<file path="src/rtl/fpadd_shifter_pkg.sv">
// Shared types and constants for the FP add/sub shifter arbiter.
package fpadd_shifter_pkg;

  localparam int W_DEF  = 26;
  localparam int SW_DEF = 5;

  // Owner tags double as arbiter request/grant bit indices.
  localparam logic TAG_ALIGN = 1'b0;
  localparam logic TAG_NORM  = 1'b1;

  typedef enum logic [1:0] {
    IDLE  = 2'd0,
    ISSUE = 2'd1,
    RESP  = 2'd2
  } state_t;

endpackage

</file>
<file path="src/rtl/fpadd_shifter_arbiter_if.sv">
// Request/response bundle between the two FP add/sub requesters and the shifter arbiter.
interface fpadd_shifter_arbiter_if
  import fpadd_shifter_pkg::*;
#(
  parameter int W  = W_DEF,
  parameter int SW = SW_DEF
) ();

  logic          a_req_valid;
  logic          a_req_ready;
  logic [W-1:0]  a_data;
  logic [SW-1:0] a_amt;
  logic          n_req_valid;
  logic          n_req_ready;
  logic [W-1:0]  n_data;
  logic [SW-1:0] n_amt;
  logic          a_rsp_valid;
  logic          n_rsp_valid;
  logic          rsp_ready;
  logic [W-1:0]  rsp_data;
  logic          rsp_sticky;

  modport master (
    output a_req_valid, a_data, a_amt, n_req_valid, n_data, n_amt, rsp_ready,
    input  a_req_ready, n_req_ready, a_rsp_valid, n_rsp_valid, rsp_data, rsp_sticky
  );

  modport slave (
    input  a_req_valid, a_data, a_amt, n_req_valid, n_data, n_amt, rsp_ready,
    output a_req_ready, n_req_ready, a_rsp_valid, n_rsp_valid, rsp_data, rsp_sticky
  );

endinterface

</file>
<file path="src/rtl/fpadd_rr_arb2.sv">
// Two-input round-robin arbiter; the pointer remembers which side won last.
module fpadd_rr_arb2
  import fpadd_shifter_pkg::*;
(
  input  logic       clk,
  input  logic       rst,
  input  logic [1:0] req,
  input  logic       upd_en,
  output logic [1:0] gnt
);

  logic last;

  always_ff @(posedge clk) begin
    if (rst)         last <= TAG_NORM;
    else if (upd_en) last <= gnt[TAG_NORM];
  end

  always_comb begin
    gnt = req;
    if (&req) begin
      gnt = '0;
      // The side that did not win last time goes first.
      if (last == TAG_NORM) gnt[TAG_ALIGN] = 1'b1;
      else                  gnt[TAG_NORM]  = 1'b1;
    end
  end

endmodule

</file>
<file path="src/rtl/fpadd_shifter_arbiter.sv">
// Shares one external signed barrel shifter between FP add alignment and normalization.
// Optional FPADD_SHIFTER_STICKY_EN: return the OR of alignment shifted-out bits on rsp_sticky.
module fpadd_shifter_arbiter
  import fpadd_shifter_pkg::*;
#(
  parameter int W  = W_DEF,
  parameter int SW = SW_DEF
) (
  input  logic                   clk,
  input  logic                   rst,
  fpadd_shifter_arbiter_if.slave bus,
  output logic [W-1:0]           sh_data_in,
  output logic [SW:0]            sh_amt,
  output logic                   sh_tc,
  output logic                   sh_data_tc,
  output logic                   sh_mode,
  input  logic [W-1:0]           sh_result
);

  localparam logic [SW:0] W_AMT = W[SW:0];

  state_t        state, nxt;
  logic [1:0]    gnt;
  logic          hs;
  logic          owner;
  logic          clamp_q;
  logic [W-1:0]  rsp_data_q;

  assign sh_tc      = 1'b1;
  assign sh_data_tc = 1'b0;
  assign sh_mode    = 1'b1;

  fpadd_rr_arb2 u_arb (
    .clk    (clk),
    .rst    (rst),
    .req    ({bus.n_req_valid, bus.a_req_valid}),
    .upd_en (hs),
    .gnt    (gnt)
  );

  // Ready is gated by rst so nothing can be accepted on a reset edge.
  assign bus.a_req_ready = (state == IDLE) & gnt[TAG_ALIGN] & ~rst;
  assign bus.n_req_ready = (state == IDLE) & gnt[TAG_NORM]  & ~rst;
  assign hs              = bus.a_req_ready | bus.n_req_ready;

  assign bus.a_rsp_valid = (state == RESP) & (owner == TAG_ALIGN);
  assign bus.n_rsp_valid = (state == RESP) & (owner == TAG_NORM);
  assign bus.rsp_data    = rsp_data_q;

  always_ff @(posedge clk) begin
    if (rst) state <= IDLE;
    else     state <= nxt;
  end

  always_comb begin
    nxt = state;
    case (state)
      IDLE:    if (hs) nxt = ISSUE;
      ISSUE:   nxt = RESP;
      RESP:    if (bus.rsp_ready) nxt = IDLE;
      default: nxt = IDLE;
    endcase
  end

  always_ff @(posedge clk) begin
    if (rst) begin
      sh_data_in <= '0;
      sh_amt     <= '0;
      owner      <= TAG_ALIGN;
      clamp_q    <= 1'b0;
      rsp_data_q <= '0;
    end else begin
      if (hs) begin
        if (gnt[TAG_ALIGN]) begin
          sh_data_in <= bus.a_data;
          sh_amt     <= -{1'b0, bus.a_amt};
          owner      <= TAG_ALIGN;
          clamp_q    <= {1'b0, bus.a_amt} >= W_AMT;
        end else begin
          sh_data_in <= bus.n_data;
          sh_amt     <= {1'b0, bus.n_amt};
          owner      <= TAG_NORM;
          clamp_q    <= {1'b0, bus.n_amt} >= W_AMT;
        end
      end
      // Shifter behaviour past the data width is not relied on.
      if (state == ISSUE) rsp_data_q <= clamp_q ? '0 : sh_result;
    end
  end

`ifdef FPADD_SHIFTER_STICKY_EN
  logic         sticky_q;
  logic         rsp_sticky_q;
  logic [W-1:0] a_lost_mask;

  // Low a_amt bits; a shift past W leaves all ones, covering the clamp case.
  assign a_lost_mask = ~({W{1'b1}} << bus.a_amt);

  always_ff @(posedge clk) begin
    if (rst) begin
      sticky_q     <= 1'b0;
      rsp_sticky_q <= 1'b0;
    end else begin
      if (hs) sticky_q <= gnt[TAG_ALIGN] & (|(bus.a_data & a_lost_mask));
      if (state == ISSUE) rsp_sticky_q <= sticky_q;
    end
  end

  assign bus.rsp_sticky = rsp_sticky_q;
`else
  assign bus.rsp_sticky = 1'b0;
`endif

endmodule

</file>
<file path="src/flat_wrapper.sv">
// flat-port wrapper written by rule: the top's interface ports become plain ports
module fpadd_shifter_arbiter_flat import fpadd_shifter_pkg::*;
#(
  parameter int W  = W_DEF,
  parameter int SW = SW_DEF
)
  (clk, rst, sh_data_in, sh_amt, sh_tc, sh_data_tc, sh_mode, sh_result, bus_a_req_valid, bus_a_data, bus_a_amt, bus_n_req_valid, bus_n_data, bus_n_amt, bus_rsp_ready, bus_a_req_ready, bus_n_req_ready, bus_a_rsp_valid, bus_n_rsp_valid, bus_rsp_data, bus_rsp_sticky);
  fpadd_shifter_arbiter_if #(.W(W), .SW(SW)) bus_i ();
  input  logic clk;
  input  logic rst;
  output logic [W-1:0] sh_data_in;
  output logic [SW:0] sh_amt;
  output logic sh_tc;
  output logic sh_data_tc;
  output logic sh_mode;
  input  logic [W-1:0] sh_result;
  input wire logic [$bits(bus_i.a_req_valid)-1:0] bus_a_req_valid;
  input wire logic [$bits(bus_i.a_data)-1:0] bus_a_data;
  input wire logic [$bits(bus_i.a_amt)-1:0] bus_a_amt;
  input wire logic [$bits(bus_i.n_req_valid)-1:0] bus_n_req_valid;
  input wire logic [$bits(bus_i.n_data)-1:0] bus_n_data;
  input wire logic [$bits(bus_i.n_amt)-1:0] bus_n_amt;
  input wire logic [$bits(bus_i.rsp_ready)-1:0] bus_rsp_ready;
  output wire logic [$bits(bus_i.a_req_ready)-1:0] bus_a_req_ready;
  output wire logic [$bits(bus_i.n_req_ready)-1:0] bus_n_req_ready;
  output wire logic [$bits(bus_i.a_rsp_valid)-1:0] bus_a_rsp_valid;
  output wire logic [$bits(bus_i.n_rsp_valid)-1:0] bus_n_rsp_valid;
  output wire logic [$bits(bus_i.rsp_data)-1:0] bus_rsp_data;
  output wire logic [$bits(bus_i.rsp_sticky)-1:0] bus_rsp_sticky;
  assign bus_i.a_req_valid = bus_a_req_valid;
  assign bus_i.a_data = bus_a_data;
  assign bus_i.a_amt = bus_a_amt;
  assign bus_i.n_req_valid = bus_n_req_valid;
  assign bus_i.n_data = bus_n_data;
  assign bus_i.n_amt = bus_n_amt;
  assign bus_i.rsp_ready = bus_rsp_ready;
  assign bus_a_req_ready = bus_i.a_req_ready;
  assign bus_n_req_ready = bus_i.n_req_ready;
  assign bus_a_rsp_valid = bus_i.a_rsp_valid;
  assign bus_n_rsp_valid = bus_i.n_rsp_valid;
  assign bus_rsp_data = bus_i.rsp_data;
  assign bus_rsp_sticky = bus_i.rsp_sticky;
  fpadd_shifter_arbiter #(.W(W), .SW(SW)) u_core (.clk(clk), .rst(rst), .bus(bus_i), .sh_data_in(sh_data_in), .sh_amt(sh_amt), .sh_tc(sh_tc), .sh_data_tc(sh_data_tc), .sh_mode(sh_mode), .sh_result(sh_result));
endmodule
</file>
<file path="config.mk">
export PLATFORM = sky130hd
export DESIGN_NAME = fpadd_shifter_arbiter_flat
export DESIGN_NICKNAME = d
export VERILOG_FILES = /design/src/rtl/fpadd_shifter_pkg.sv /design/src/rtl/fpadd_shifter_arbiter_if.sv /design/src/rtl/fpadd_rr_arb2.sv /design/src/rtl/fpadd_shifter_arbiter.sv /design/src/flat_wrapper.sv
export SDC_FILE = /design/constraint.sdc
export NUM_CORES = 1
export LEC_CHECK = 0
export ABC_AREA = 1
export CORE_MARGIN = 2
export CORE_UTILIZATION = 37
export CTS_BUF_LIST = sky130_fd_sc_hd__clkbuf_4 sky130_fd_sc_hd__clkbuf_8
export DETAILED_ROUTE_END_ITERATION = 8
export GPL_ROUTABILITY_DRIVEN = 0
export HOLD_SLACK_MARGIN = 0.06
export PLACE_DENSITY = 0.78
export SYNTH_ARGS = -nofsm -noshare
export SYNTH_HDL_FRONTEND = slang
export SYNTH_SLANG_ARGS = --single-unit
</file>
<file path="constraint.sdc">
create_clock -name clk -period 1.2 [get_ports clk]
set_input_delay 0.12 -clock clk [delete_from_list [all_inputs] [get_ports clk]]
set_output_delay 0.12 -clock clk [all_outputs]
set_load 0.01 [all_outputs]
</file>
==> summary.md, run 1 <==
| Metric | Value |
|---|---|
| Initial antenna violation count | 0 |
| Worst R2R End | u_core.sh_data_in[20]$_SDFFE_PP0P_ |
| CTS Hold Bufs | 0 |
| Via count | roughly 3400 |
| Initial Util | 38.1% |
| Congestion Overflow GR | 0 |
| Num CTS Buffers | 9 |
| FF-to-FF Start | u_core.u_arb.last$_SDFFE_PP1P_ |
| Worst-path fanout max | 9 |
| Clock skew | 2.57 ps |
| Mapped Cells | 483 |
| Pre-CTS setup slack | -475 ps |
| Post-synth top cells | 187 x nand2_1, 77 x nor2_1, 63 x dfxtp_1 |
| Fmax | 731 MHz |
| Die X | 96.0 µm |
| Post-route insts no fill | between 700 and 800 |
| DR iter-0 viols | 81 |
| Row count | 33 |
| Startpoint Class | register |
| Die height | 96.0 µm |
| Tcrit/Tclk final | 114% |
| Yosys reg bits | 63 |
| Root Buffer Master | clkbuf_8 |
| Count leader, synth | nand2_1 |
| Largest net degree at the start of global routing | 38 |
| Syn_area_per_cell | between 6 and 7 µm² |
| Warnings from Yosys | 0 |
| Beginning of the critical path | u_core.u_arb.last$_SDFFE_PP1P_ |
| Worst EP required | 1470 ps |
| Longest Clk Path Bufs | 2 |
| Post-layout worst setup margin | -168 ps |
| CTS tree | yes |
| Later-pin clock latency in the skew report | 330 ps |
| Number of flops mapped to enable cells by yosys | 0 |
| Reg clk slew, reported paths | around 70 ps |
| Crit Path Class | register to register |
| Clock sinks | 63 |
| Vias per cell | 4.50 |
| Worst R2R Setup Slack | -170 ps |
| Final Critical Period | around 1400 ps |
| Post-synth design cell area | 3130 µm² |
| WL/cell | between 10 and 15 µm |
| Fin. Hold Viols | 0 |
| First-pass GRT wire length | around 14 mm |
| Leakage Power | between 2 and 3 nW |
| Io pins | between 150 and 200 |
| Top cell type by total area after synthesis | dfxtp_1 |
| Layout area overhead | 68.8% |
| Status | finished with violations |
| Drt first pass iters | 4 |
| Peak VDD IR | 0.452 mV |
| Layout cells sized above 1 | 13.9% |
| Max_cap viols | 0 |
| Nets | 750 |
| Sequential share of the synthesized area | between 40% and 50% |
| Power per cell area | 1170 nW/µm² |
| Final wirelength | 9.32 mm |
| Core area | 8220 µm² |
| Ant. Diodes | 0 |
| Post-synth cell types | 25 |
| Most common flop cell mapped by yosys | dfxtp_1 |
| Final slew viol count | 0 |
| DRC | 0 |
| FF-to-FF path depth | 10 |
| Vias in the first global route | 3105 |
| Endpoints failing setup | 43 |
| IO buf count | 154 |
| Failing checks | negative setup slack |
| CP arrival | 1640 ps |
| GRT Total Usage | 18.9% |
| Placed Cells | 735 |
| Crit path capture type | register |
| Post-synth ARST share | 0% |
| Worst Hold Class | input port to register |
| RSZ-0062 raised after global routing | true |
| Die area | 9220 µm² |
| H-tree levels | 3 |
| Post-detail-place hpwl | ~6.4 mm |
| Area contributors post-synth | dfxtp_1 40%, nand2_1 22%, nor2_1 9.2% |
| Detail Route Antenna Nets | 0 |
| Yosys top cell area share | about two fifths |
| CP endpoint | u_core.sh_data_in[20]$_SDFFE_PP0P_ |
[per-layer routing]
layer	part of all wire, %	GRT usage [%]
met1	40	20.2
met2	49	33.9
met4	1.0	6.31
met5	0	0
met3	9.9	7.28
[per-stage QoR]
| step | TNS (ps) | instance area [µm²] | utilization, % | hold WS, ps | power, mW |
|---|---|---|---|---|---|
| 6_report | -4950 | 5290 | 64.4 | 371 | 6.20 |
| 5_1_grt | -8950 | 5290 | 64.4 | 360 | 6.55 |
| 4_1_cts | -4470 | 5010 | 61.0 | 353 | 6.07 |
| 3_5_place_dp | -15990 | 4800 | 58.4 | 458 | 4.11 |
| 3_3_place_gp | -14000 | 4800 | 58.4 | 450 | 4.08 |
| 2_1_floorplan | -251 | 3140 | - | 280 | 3.27 |
[report_power, final]
part / switching, mW / internal, mW / total, mW
combinational: 0.874 / 0.915 / 1.79
sequential: 0.0969 / 2.29 / 2.38
clock: 0.790 / 1.24 / 2.03
[layout make-up]
type | count | area (µm²)
clock buffer | 14 | 193
clock inverter | 2 | 35.0
fill | 741 | 2930
inverter | 45 | 184
multi-input combinational | 347 | 1610
sequential | 63 | 1260
tap | 105 | 131
timing repair buffer | 189 | 1870
[worst min-delay path by stage]
stage,from,to,slack [ps],cells past startpoint
global placement,u_core.bus.rsp_data[12]$_SDFFE_PP0N_,u_core.bus.rsp_data[12]$_SDFFE_PP0N_,450,2
detailed placement,u_core.bus.rsp_data[15]$_SDFFE_PP0N_,u_core.bus.rsp_data[15]$_SDFFE_PP0N_,460,2
finish,sh_result[21],u_core.bus.rsp_data[21]$_SDFFE_PP0N_,370,3
floorplan,sh_result[10],u_core.bus.rsp_data[10]$_SDFFE_PP0N_,280,2
CTS,sh_result[12],u_core.bus.rsp_data[12]$_SDFFE_PP0N_,350,3
global route,sh_result[12],u_core.bus.rsp_data[12]$_SDFFE_PP0N_,360,3
[worst max-delay path: stages, from the launching register on]
cell and delay (ps):
dfxtp_2 330, inv_2 50, nand2_2 60, nand2_4 120, nor2_8 60, buf_6 120, nor2_8 150, buf_4 140
buf_8 130, nor2_1 40, nor2_1 90
[sequential cells by signal, indices dropped and copies added (netlist names)]
register,flops
u_core.bus.rsp_data,26
u_core.clamp_q,1
u_core.owner,1
u_core.sh_amt,6
u_core.sh_data_in,26
u_core.state,2
u_core.u_arb.last,1
[logic make-up after synthesis]
kind of cell	count (synthesis)	share of synthesized area, %
simple gates	306	40.3
other cells	2	0.240
buf+inv	75	12.4
fa+ha+maj	2	0.799
flops	63	40.3
xor+xnor	1	0.280
compound gates	34	5.67
[placed cells by master (no fill, tap or decap), types with 3 or more instances in the layout]
| cell | synthesis | final |
|---|---|---|
| nand2_1 | 187 | 186 |
| clkdlybuf4s50_1 | 0 | 92 |
| nor2_1 | 77 | 74 |
| dfxtp_1 | 63 | 60 |
| dlygate4sd2_1 | 0 | 58 |
| inv_1 | 40 | 39 |
| nand3_1 | 30 | 27 |
| buf_4 | 15 | 20 |
| a21oi_1 | 29 | 16 |
| clkbuf_8 | 0 | 14 |
| a21oi_2 | 0 | 12 |
| buf_6 | 6 | 7 |
| nor2_4 | 2 | 5 |
| buf_12 | 0 | 5 |
| conb_1 | 2 | 4 |
| nand2_4 | 2 | 3 |
| nand4_1 | 3 | 3 |
| clkbuf_16 | 0 | 3 |
| dfxtp_2 | 0 | 3 |
[repair_timing]
item / 4_1_cts / 5_1_grt
setup buffers: 5 / 5
endpoints found under the setup margin: 123 / 42
cloned: 0 / 4
pin swaps: 4 / 7
gates resized for setup: 87 / 35
(Power assumes the default switching activity.)
==> run 2: changes to the inputs <==
CORE_UTILIZATION = 35   (was 37)
PLACE_DENSITY = 0.75   (was 0.78)
==> summary.md, run 2 (same netlist as run 1, synthesis figures left out) <==
| Metric | Value |
|---|---|
| H-tree levels | 3 (unchanged) |
| Die area | 9720 µm² (+5.5%) |
| Die X | 98.6 µm (+2.7%) |
| Later-pin clock latency in the skew report | 330 ps (about the same) |
| Post-layout util | 62.9% (-1.5 points) |
| Met1 wire length | 4.14 mm (+12%) |
| Failing checks | negative setup slack |
| Worst R2R Setup Slack | -210 ps (-40 ps) |
| Clock sinks | 63 (unchanged) |
| Layout area overhead | 75.0% |
| Most common cell after layout, fill and taps aside | nand2_1 |
| Worst Hold Class | input port to register |
| WL met3 | 822 µm (-11%) |
| Root Buffer Master | clkbuf_8 |
| FF-to-FF Start | u_core.state[0]$_SDFFE_PP0P_ |
| IO buf count | 154 (unchanged) |
| Detail Route Antenna Nets | 0 (unchanged) |
| Endpoints failing setup | 64 (+49%) |
| Power per cell area | 1090 nW/µm² (-7.4%) |
| CTS tree | yes |
| Core area | 8720 µm² (+6.1%) |
| DRC | 0 (unchanged) |
| Ant. Diodes | 0 (unchanged) |
| Worst-path fanout max | 6 (-3) |
| Clock skew | 5.94 ps (+3.36 ps) |
| Highest-count cells in the layout ignoring fill and taps | 182 x nand2_1, 92 x clkdlybuf4s50_1, 68 x nor2_1 |
| Top layer reached by signal wires | met4 |
| Num CTS Buffers | 9 (unchanged) |
| Nets | 765 (+2.0%) |
| Final Critical Period | 1410 ps (+39.0 ps) |
| Longest Clk Path Bufs | 2 (unchanged) |
| Fmax | 710 MHz (-2.8%) |
| WL/cell | 13.0 µm (+6.8%) |
| Post-layout worst setup margin | -208 ps (-39.0 ps) |
| Startpoint Class | register |
| Hold Path Cell Cnt | 3 (unchanged) |
| Peak VDD IR | 0.545 mV (+21%) |
| DR iter-0 viols | 74 (-8.6%) |
| Min-Delay Startpoint | sh_result[25] |
| RSZ-0062 raised after global routing | true |
| Layout cells sized above 1 | 17.8% (+3.9 points) |
| Initial Util | 35.9% (-2.2 points) |
| Vias in the first global route | 3662 (+18%) |
| Max_cap viols | 0 (unchanged) |
| Status | finished with violations |
| Crit path capture type | register |
| Worst R2R End | u_core.bus.rsp_data[5]$_SDFFE_PP0N_ |
| Reg clk slew, reported paths | 70 ps (about the same) |
| Die height | 98.6 µm (+2.7%) |
| Metal2 WL | 5.13 mm (+11%) |
| Fin. Hold Viols | 0 (unchanged) |
| Worst Hold Path EP | u_core.bus.rsp_data[25]$_SDFFE_PP0N_ |
| Via count | 3589 (+4.3%) |
| Drt first pass iters | 5 (+1) |
| Register Area | 1260 µm² (unchanged) |
| Post-detail-place hpwl | 6.42 mm (about the same) |
| Final slew viol count | 0 (unchanged) |
| Setup tns final | -9360 ps (-4410 ps) |
| Leakage Power | 2.75 nW (+2.7%) |
| First-pass GRT wire length | 16.8 mm (+23%) |
| Footprint of the multi-input gates | 1650 µm² (+2.8%) |
| Vias per cell | 4.59 (+2.0%) |
| Final wirelength | 10.2 mm (+9.2%) |
| Congestion Overflow GR | 0 (unchanged) |
| Largest net degree at the start of global routing | 36 (-5.3%) |
| Io pins | 159 (unchanged) |
| Tcrit/Tclk final | 117% (+3.3 points) |
| CP arrival | 1660 ps (+20 ps) |
| GRT Total Usage | 21.3% (+2.4 points) |
| Row count | 34 (+3.0%) |
| Initial antenna violation count | 0 (unchanged) |
| Worst EP required | 1460 ps (about the same) |
| FF-to-FF path depth | 8 (-2) |
| Fill cell count | 759 (+2.4%) |
| Crit Path Class | register to register |
| CTS Hold Bufs | 0 (unchanged) |
==> run 2: timing repair <==
action / in CTS / in global routing
endpoints found under the setup margin: 121 / 63
buffers inserted: 17 / 4
pin swaps: 20 / 7
cloned: 9 / 0
endpoints found under the hold margin: 0 / 0
gates resized for setup: 145 / 10
==> run 2: report_power, final <==
| part | leakage, nW | switching, mW | internal (mW) |
|---|---|---|---|
| logic | 2.14 | 0.954 | 1.03 |
| clock network | 0.0884 | 0.783 | 0.806 |
| registers | 0.517 | 0.0947 | 2.29 |
==> run 2: metal layers <==
metal	up-vias	global-route usage, %
met1	1590	23.9
met3	9	6.67
met4	0	5.06
met2	156	39.3
li1	1834	-
met5	-	0
==> run 2: area by class of cell <==
class / count / area share, %
Timing Repair inverter: 3 / 0.616
Inverter: 45 / 3.49
Multi-Input combinational cell: 347 / 30.1
Clock buffer: 11 / 2.65
Clock inverter: 4 / 0.411
Tap cell: 108 / 2.46
Timing Repair Buffer: 201 / 37.2
Sequential cell: 63 / 23.1
==> run 2: worst max-delay path by stage <==
stage                                        start                                   to  slack (ps)  cells after the start
detailed placement                 bus_a_req_valid                      bus_n_req_ready        -500                      5
global route          u_core.state[0]$_SDFFE_PP0P_  u_core.bus.rsp_data[5]$_SDFFE_PP0N_        -290                      8
global placement                   bus_a_req_valid                      bus_n_req_ready        -470                      5
finish                u_core.state[0]$_SDFFE_PP0P_  u_core.bus.rsp_data[5]$_SDFFE_PP0N_        -210                      8
floorplan             u_core.state[1]$_SDFFE_PP0P_        u_core.sh_amt[1]$_SDFFE_PP0P_         -10                      7
CTS                 u_core.u_arb.last$_SDFFE_PP1P_    u_core.sh_data_in[0]$_SDFFE_PP0P_        -200                     11
==> run 2: worst max-delay path, cell delays in order, from the launching register on <==
cell and delay (ps):
dfxtp_2 370, buf_6 110, inv_4 30, buf_6 100, nor2_4 190, buf_6 160
buf_16 120, nand3_1 100, a21oi_2 160
==> run 2: stage by stage <==
step | instances | total power [mW] | setup slack [ps] | hold slack (ps) | cell area [µm²]
after floorplan | 485 | 3.27 | -12.6 | 280 | 3140
after global placement | 739 | 4.10 | -468 | 451 | 4820
after detailed placement | 739 | 4.13 | -502 | 454 | 4820
after CTS | 780 | 6.00 | -203 | 348 | 5460
after global routing | 782 | 6.35 | -290 | 350 | 5480
final | 782 | 5.96 | -208 | 365 | 5480
==> run 3: changes to the inputs <==
CORE_MARGIN = not set   (was 2)
PLACE_DENSITY = 0.72   (was 0.75)
clock period = 1.75 ns   (was 1.2 ns; I/O delays follow)
==> summary.md, run 3 (same netlist as run 1, synthesis figures left out) <==
| Metric | Value |
|---|---|
| CP peak stage delay | 530 ps (+160 ps) |
| DRC | 0 (unchanged) |
| H-tree levels | 3 (unchanged) |
| Final slew viol count | 0 (unchanged) |
| Design Area, Final | 4940 µm² (-10%) |
| Drt first pass iters | 4 (-1) |
| First-pass GRT wire length | 14.5 mm (-13%) |
| Ant. Diodes | 0 (unchanged) |
| Fin. Hold Viols | 0 (unchanged) |
| Vias in the first global route | 3226 (-12%) |
| Post-layout util | 56.9% (-6.0 points) |
| Io pins | 159 (unchanged) |
| Min-Delay Startpoint | sh_result[23] |
| Worst Hold Class | input port to register |
| Final Critical Period | 1610 ps |
| Detail Route Antenna Nets | 0 (unchanged) |
| Hold Path Cell Cnt | 3 (unchanged) |
| Status | finished clean |
| Die area | 9330 µm² (-4.0%) |
| Tcrit/Tclk final | 92.3% |
| Fmax | 619 MHz |
| WL/cell | 11.4 µm (-13%) |
| FF-to-FF Start | u_core.u_arb.last$_SDFFE_PP1P_ |
| Met2 GRT Util | 32.1% (-7.2 points) |
| Pre-CTS setup slack | -4.57 ps (+498 ps) |
| Clock skew | 9.53 ps (+3.60 ps) |
| Met3 Use GR | 7.01% (+0.34 points) |
| Initial antenna violation count | 0 (unchanged) |
| Endpoints failing setup | 0 (-100%) |
| Via count | 3326 (-7.3%) |
| GRT Total Usage | 18.7% (-2.6 points) |
| Slew Limit Headroom | 66.2% |
| Longest Clk Path Bufs | 2 (unchanged) |
| Gr busiest metal | met2 |
| Slowest stage cell, crit path | clkdlybuf4s50_1 |
| Die height | 96.6 µm (-2.0%) |
| IO buf count | 154 (unchanged) |
| FF-to-FF path depth | 8 (unchanged) |
| Highest-count cells in the layout ignoring fill and taps | 187 x nand2_1, 151 x clkdlybuf4s50_1, 77 x nor2_1 |
| CTS tree | yes |
| Worst-path fanout max | 3 (-3) |
| Worst slew pin tran | 506 ps |
| Congestion Overflow GR | 0 (unchanged) |
| Die X | 96.6 µm (-2.0%) |
| Leakage Power | 2.28 nW (-17%) |
| Post-layout worst setup margin | 136 ps (+343 ps) |
| Peak VDD IR | 0.370 mV (-32%) |
| Later-pin clock latency in the skew report | 330 ps (about the same) |
| Final wirelength | 8.46 mm (-17%) |
| Fill cell count | 844 (+11%) |
| Power per cell area | 847 nW/µm² (-22%) |
| Vias per cell | 4.47 (-2.6%) |
| CP arrival | 1440 ps (-220 ps) |
| Reg clk slew, reported paths | 70 ps (about the same) |
| Initial Util | 36.1% (+0.18 points) |
| Met1 Resource Use GR | 21.3% (-2.6 points) |
| Largest net degree at the start of global routing | 35 (-2.8%) |
| Crit path capture type | output port |
| Layout area overhead | 57.6% |
| Post-detail-place hpwl | 6.23 mm (-2.9%) |
| Core area | 8680 µm² (-0.49%) |
| RSZ-0062 raised after global routing | false |
| Nets | 726 (-5.1%) |
| CTS Hold Bufs | 0 (unchanged) |
| Startpoint Class | register |
| DR iter-0 viols | 83 (+12%) |
| Root Buffer Master | clkbuf_8 |
| Cell Chain, Critical Path | inv_2 -> nand2_1 -> nor2_1 -> clkdlybuf4s50_1 |
| Max_cap viols | 0 (unchanged) |
| Row count | 34 (unchanged) |
| Beginning of the critical path | u_core.state[0]$_SDFFE_PP0P_ |
| Post-CTS Setup Inserts | 0 (-17) |
| Clock sinks | 63 (unchanged) |
| Most common cell after layout, fill and taps aside | nand2_1 |
| Crit Path Class | register to output port |
| Layout cells sized above 1 | 6.45% (-11 points) |
| Post-placement cell area | 4700 µm² (-2.5%) |
| Num CTS Buffers | 9 (unchanged) |
| Worst EP required | 1570 ps (+110 ps) |
==> run 3: layout make-up <==
class | instances | area [µm²] | share of cell area (%)
timing repair buffer | 165 | 1650 | 33.4
multi-input combinational | 347 | 1490 | 30.2
sequential | 63 | 1260 | 25.6
inverter | 45 | 169 | 3.42
clock buffer | 11 | 151 | 3.07
tap | 108 | 135 | 2.74
clock inverter | 5 | 80.1 | 1.62
==> run 3: report_power, final <==
part | internal, mW | leakage [nW] | switching [mW]
clock network | 0.877 | 0.112 | 0.563
logic | 0.582 | 1.65 | 0.525
registers | 1.57 | 0.517 | 0.0680
==> run 3: routing by layer <==
metal | up-vias | share of wire [%]
met5 | - | 0
met4 | 0 | 0.85
met3 | 6 | 10
met2 | 127 | 46
met1 | 1447 | 43
li1 | 1746 | -
==> run 3: repair_timing <==
| action | in CTS | in global routing |
|---|---|---|
| gates resized for setup | 2 | 2 |
| endpoints found under the hold margin | 0 | 0 |
| setup endpoints to repair | 2 | 2 |
==> run 3: critical path, delay by kind of cell (launching register included) <==
family                 cells  cell delay, ps
buffers and inverters      2             600
flip-flops                 1             340
AND/OR/NAND/NOR            2             170
==> run 3: path summary, 6_finish.rpt <==
path              slack (ps)                                   end
hold reg to reg          460   u_core.bus.rsp_data[1]$_SDFFE_PP0N_
setup reg to reg         350     u_core.sh_data_in[7]$_SDFFE_PP0P_
hold / removal           420  u_core.bus.rsp_data[23]$_SDFFE_PP0N_
setup / recovery         140                       bus_a_rsp_valid
==> run 3: metrics by stage <==
stage / power (mW) / hold WS (ps) / instances / TNS [ps]
final: 4.18 / 418 / 744 / 0
after global routing: 4.43 / 424 / 744 / 0
after CTS: 4.24 / 403 / 744 / 0
after detailed placement: 2.78 / 456 / 728 / -4.57
after global placement: 2.76 / 452 / 728 / 0
after floorplan: 2.24 / 335 / 485 / 0
